==> src/rtl/clk_div_ctrl.sv <==
// Programmable integer clock divider with a valid/ready ratio port; ratio changes land only on period boundaries.
// Latency: all outputs registered, one cycle after the controlling input; cfg_ready drops while a change is pending.
module clk_div_ctrl #(
  parameter int WIDTH   = 8,
  parameter int DIV_RST = 3
) (
  input  logic             clk_in,
  input  logic             rst_n,
  input  logic             en,
  input  logic             cfg_valid,
  input  logic [WIDTH-1:0] cfg_div,
  output logic             cfg_ready,
  output logic             cfg_err,
  output logic             clk_out,
  output logic             tick,
  output logic [WIDTH-1:0] div_cur,
  output logic             busy
);

  typedef enum logic [1:0] {
    S_IDLE   = 2'd0,
    S_RUN    = 2'd1,
    S_SWITCH = 2'd2
  } state_t;

  localparam logic [WIDTH-1:0] DIV_RST_W = WIDTH'(DIV_RST);
  localparam logic [WIDTH-1:0] ONE_W     = WIDTH'(1);
  localparam logic [WIDTH-1:0] TWO_W     = WIDTH'(2);
  localparam logic [WIDTH:0]   ONE_X     = (WIDTH+1)'(1);

  state_t           r_state;
  logic [WIDTH-1:0] r_cnt;
  logic [WIDTH-1:0] r_div;
  logic [WIDTH-1:0] r_pend;
  logic             r_clk;
  logic             r_tick;
  logic             r_err;
  logic             r_rdy;

  state_t           w_state_n;
  logic [WIDTH-1:0] w_cnt_n;
  logic [WIDTH-1:0] w_div_n;
  logic [WIDTH-1:0] w_pend_n;
  logic             w_busy_n;
  logic [WIDTH:0]   w_half_n;
  logic             w_clk_n;
  logic             w_tick_n;
  logic             w_err_n;
  logic             w_rdy_n;
  logic             w_xfer;
  logic             w_legal;
  logic             w_bnd;

  assign w_xfer  = cfg_valid && r_rdy;
  assign w_legal = (cfg_div >= TWO_W);
  assign w_bnd   = (r_state != S_IDLE) && (r_cnt == (r_div - ONE_W));

  always_ff @(posedge clk_in) begin
    if (!rst_n) begin
      r_state <= S_IDLE;
      r_cnt   <= '0;
      r_div   <= DIV_RST_W;
      r_pend  <= '0;
      r_clk   <= 1'b0;
      r_tick  <= 1'b0;
      r_err   <= 1'b0;
      r_rdy   <= 1'b0;
    end else begin
      r_state <= w_state_n;
      r_cnt   <= w_cnt_n;
      r_div   <= w_div_n;
      r_pend  <= w_pend_n;
      r_clk   <= w_clk_n;
      r_tick  <= w_tick_n;
      r_err   <= w_err_n;
      r_rdy   <= w_rdy_n;
    end
  end

  always_comb begin
    w_state_n = r_state;
    w_cnt_n   = r_cnt;
    w_div_n   = r_div;
    w_pend_n  = r_pend;
    case (r_state)
      S_IDLE: begin
        w_cnt_n = '0;
        if (w_xfer && w_legal) w_div_n = cfg_div;
        if (en) w_state_n = S_RUN;
      end
      S_RUN: begin
        w_cnt_n = w_bnd ? '0 : r_cnt + ONE_W;
        if (w_xfer && w_legal) begin
          // On the boundary the new ratio can start the very next period.
          if (w_bnd) begin
            w_div_n = cfg_div;
            if (!en) w_state_n = S_IDLE;
          end else begin
            w_pend_n  = cfg_div;
            w_state_n = S_SWITCH;
          end
        end else if (w_bnd && !en) begin
          w_state_n = S_IDLE;
        end
      end
      S_SWITCH: begin
        w_cnt_n = w_bnd ? '0 : r_cnt + ONE_W;
        if (w_bnd) begin
          w_div_n   = r_pend;
          w_pend_n  = '0;
          w_state_n = en ? S_RUN : S_IDLE;
        end
      end
      default: begin
        w_state_n = S_IDLE;
        w_cnt_n   = '0;
      end
    endcase
  end

  // Outputs are computed from next-state values so they can be registered.
  always_comb begin
    w_busy_n = (w_state_n != S_IDLE);
    w_half_n = ({1'b0, w_div_n} + ONE_X) >> 1;
    w_clk_n  = w_busy_n && ({1'b0, w_cnt_n} < w_half_n);
    w_tick_n = w_busy_n && (w_cnt_n == '0);
    w_err_n  = w_xfer && !w_legal;
    w_rdy_n  = (w_state_n != S_SWITCH);
  end

  assign cfg_ready = r_rdy;
  assign cfg_err   = r_err;
  assign clk_out   = r_clk;
  assign tick      = r_tick;
  assign div_cur   = r_div;
  assign busy      = (r_state != S_IDLE);

endmodule
==> config.mk <==
export PLATFORM = sky130hd
export DESIGN_NAME = clk_div_ctrl
export DESIGN_NICKNAME = d
export VERILOG_FILES = /design/src/rtl/clk_div_ctrl.sv
export SDC_FILE = /design/constraint.sdc
export NUM_CORES = 1
export LEC_CHECK = 0
export CELL_PAD_IN_SITES_DETAIL_PLACEMENT = 2
export CELL_PAD_IN_SITES_GLOBAL_PLACEMENT = 2
export CORE_MARGIN = 1.5
export CORE_UTILIZATION = 35
export CTS_BUF_LIST = sky130_fd_sc_hd__clkbuf_2 sky130_fd_sc_hd__clkbuf_4 sky130_fd_sc_hd__clkbuf_8
export CTS_CLUSTER_SIZE = 20
export DETAILED_ROUTE_END_ITERATION = 12
export PLACE_DENSITY_LB_ADDON = 0.25
export SLEW_MARGIN = 20
export SYNTH_ARGS = -nofsm -noshare
export SYNTH_HDL_FRONTEND = slang
export SYNTH_SLANG_ARGS = --single-unit
==> constraint.sdc <==
create_clock -name clk_in -period 4.7 [get_ports clk_in]
set_clock_uncertainty 0.05 [all_clocks]
set_input_delay 1.175 -clock clk_in [delete_from_list [all_inputs] [get_ports clk_in]]
set_output_delay 1.175 -clock clk_in [all_outputs]
set_load 0.05 [all_outputs]
==> summary.md <==
| Metric | Value |
|---|---|
| Status | finished with violations |
| Failing checks | setup timing |
| Per-cell routed wire length | ~25 um |
| Area grow syn2layout | 26.4% |
| Vias in the first global route | 2429 |
| Final GP Congestion | 0.811 |
| HP Start | r_pend[1] |
| Final ANT Viol Nets | 0 |
| CTS tree | yes |
| Starting density of the core | 0.370 |
| Congestion Overflow GR | 0 |
| Htree depth | 2 |
| Min cycle time layout | 4.91 ns |
| Setup violations, final | 1 |
| Num rows | 28 |
| Crit Path Category | in2reg |
| Final Hold Fails | 0 |
| Vias per cell | around 6 |
| Pwr per Cell Area | 379 nW/um^2 |
| Crit path launch | cfg_div[4] |
| PnR Total Power | 1.07 mW |
| GR Util met1 | 0.335 |
| Largest net degree at the start of global routing | 17 |
| Crit path arrival time | 5.06 ns |
| Synth Cell Area | 2240 um^2 |
| Initial antenna violation count | 0 |
| DRT Wirelength | around 9300 um |
| Type of the worst min-delay path | reg2reg |
| Worst Setup Slack, final | -0.209 ns |
| Most Crowded Layer GR | met2 |
| DRC | 0 |
| Layout Utilization | 0.467 |
| R2r worst-path depth | 15 |
| Die area | slightly below 7000 um^2 |
| EDFF count, synth | 0 |
| First-pass GRT wire length | 13400 um |
| Async SR Flop Fraction | 0 |
| DR pass1 iterations | 4 |
| Synth unique cells | 59 |
| Dpl hpwl | 6140 um |
| Syn Area/Cell | 8.59 um^2 |
| Grt met3 use | 0.0358 |
| P_sw | between 400 and 500 uW |
| I/O pin total | 25 |
| NumNets Final | 329 |
| Sequential area share after synthesis | 0.268 |
| Relative slew slack | 0.449 |
| Ys flop type | dfxtp_1 |
| IO buf count | 24 |
| Syn nets | between 200 and 300 |
| Sequential power share | 0.284 |
| Share of layout cells above drive strength 1 | 0.171 |
| Synthesized netlist cell count | 261 |
| Number of DRC markers in iteration 0 | 165 |
| Leak pwr | between 1 and 1.5 nW |
| Worst-path clk slew | approximately 0.080 ns |
| Clk sinks | 30 |
| Slew Limit Fails | 0 |
| Worst-Margin Slew | 0.822 ns |
| TritonCTS Buffers | 5 |
| End of the critical path | clk_out |
| M2 GR Usage | 0.422 |
| Vias | ~2300 |
| Clock buffer depth | 2 |
| Worst EP required | 4.85 ns |
| Final setup TNS | -0.209 ns |
| Ys Warns | 0 |
| Max Freq | 0.204 GHz |
| Crit path max fanout | 7 |
| CP endpoint kind | flop |
| Clock Latency Late Sink | 0.29 ns |
| Crit start category | input port |
| Number of diodes | 0 |
| Logic gate share of total power | 0.466 |
| Part of the cycle the worst path needs | 1.04 |
| Gr usage total | 0.248 |
| MaxCap Viol Count | 0 |
| Worst R2R Start | div_cur[1] |
| Synth Register Bits | 30 |
| Die W | 83.0 um |
| R2R setup slack | -0.14 ns |
| Die Ht | 83.0 um |
| Peak VDD IR | between 0.15 and 0.2 mV |
| CTS root buf | clkbuf_8 |
| Int Power | 619 uW |
| Core footprint | 6060 um^2 |
| Clock share of power | 0.250 |
| Net Sw Frac | 0.423 |
| Reg2reg end | clk_out |
==> registers in the layout, summed over array words and instances (netlist names) <==
register	cells
div_cur	8
r_cnt	8
r_pend	8
r_state	2
cfg_err	1
cfg_ready	1
clk_out	1
tick	1
==> cell usage in the layout (no fill, tap or decap), drive strengths merged, types with 5 or more instances in the layout <==
cell type / instances
xor2: 10
nand3: 14
nor2: 36
and2: 8
inv: 14
buf: 17
nand2: 11
clkdlybuf4s50: 24
nor3: 10
xnor2: 13
o21ai: 6
dfxtp: 30
clkbuf: 5
a22oi: 9
a21oi: 11
and3: 5
ha: 14
==> stage by stage <==
step / instances / hold slack, ns / cell area, um^2 / worst slack, ns
5_1_grt: 379 / 0.526 / 2830 / -0.396
4_1_cts: 376 / 0.496 / 2750 / 0.00741
3_3_place_gp: 368 / 0.449 / 2640 / 0.0499
3_5_place_dp: 368 / 0.477 / 2640 / -0.0684
2_1_floorplan: 261 / 0.415 / 2240 / 0.429
6_report: 379 / 0.502 / 2830 / -0.209
==> final cells by class <==
class                      instances  area [um^2]
fill                             674         3230
multi-input combinational        211         1610
sequential                        30          601
timing repair buffer              41          368
tap                               75         93.8
clock buffer                       5         68.8
inverter                          14         52.6
clock inverter                     3         40.0
==> cells in the mapped netlist, types with 3 or more instances <==
master    number  area [um^2]
clkbuf_1       3         11.3
nand3_1       13         65.1
nand3b_1       3         22.5
nor2_1        36          135
or2_2          3         18.8
ha_1          14          175
a21oi_1       11         55.1
nand2_1       11         41.3
o21ai_0        6         30.0
nor3_1         7         35.0
and2_1         8         50.1
dfxtp_1       30          601
a31oi_1        4         25.0
a22oi_1        9         67.6
xor2_1        10         87.6
mux2i_1        3         30.0
inv_1         14         52.6
and3_1         5         31.3
nor3b_1        3         22.5
xnor2_1       13          114
==> per-layer routing <==
metal / routed length, um / up-vias
met3: 424 / 24
li1: - / 1048
met4: 365 / 0
met2: 4480 / 81
met1: 4060 / 1171
met5: 0 / -
==> what timing repair did <==
| action | 4_1_cts | 5_1_grt |
|---|---|---|
| endpoints found under the setup margin | 1 | 1 |
| hold buffers | 0 | 0 |
| pin swaps | 0 | 3 |
| buffers inserted | 0 | 3 |
| gates resized for setup | 1 | 9 |
| cloned | 0 | 0 |
==> worst min path at each step <==
stage / slack (ns) / end / depth (start not counted)
detailed placement: 0.48 / r_pend[3] / 2
global route: 0.53 / r_pend[7] / 2
global placement: 0.45 / r_pend[6] / 2
floorplan: 0.41 / r_pend[7] / 2
finish: 0.50 / r_pend[1] / 2
CTS: 0.50 / r_pend[3] / 2
==> cells by family after synthesis <==
logic type,share of synthesized area
flip-flops,0.268
AO/OA/AOI/OAI,0.232
AND/OR/NAND/NOR,0.278
XOR/XNOR,0.0899
adder cells (fa/ha/maj),0.0782
buffers and inverters,0.0408
multiplexers,0.0134
==> power by group through the flow <==
stage | clock network [mW] | logic, mW | registers, mW
after floorplan | 0 | 0.253 | 0.352
after global routing | 0.281 | 0.528 | 0.307
final | 0.269 | 0.500 | 0.305
after CTS | 0.270 | 0.457 | 0.304
after detailed placement | 0 | 0.441 | 0.310
after global placement | 0 | 0.429 | 0.310
==> critical path: stages <==
cell and delay (ns):
clkdlybuf4s50_1 0.47, nor4_4 0.36, a211oi_2 0.15, buf_4 0.19, a32o_1 0.29, nor3_1 0.60
o32ai_4 0.21, ha_1 0.26, xnor2_1 0.19, ha_1 0.26, a21boi_0 0.16, o31ai_1 0.28
a21oi_1 0.14, a2111oi_2 0.33
No activity file was read; power rests on OpenSTA's default activity.
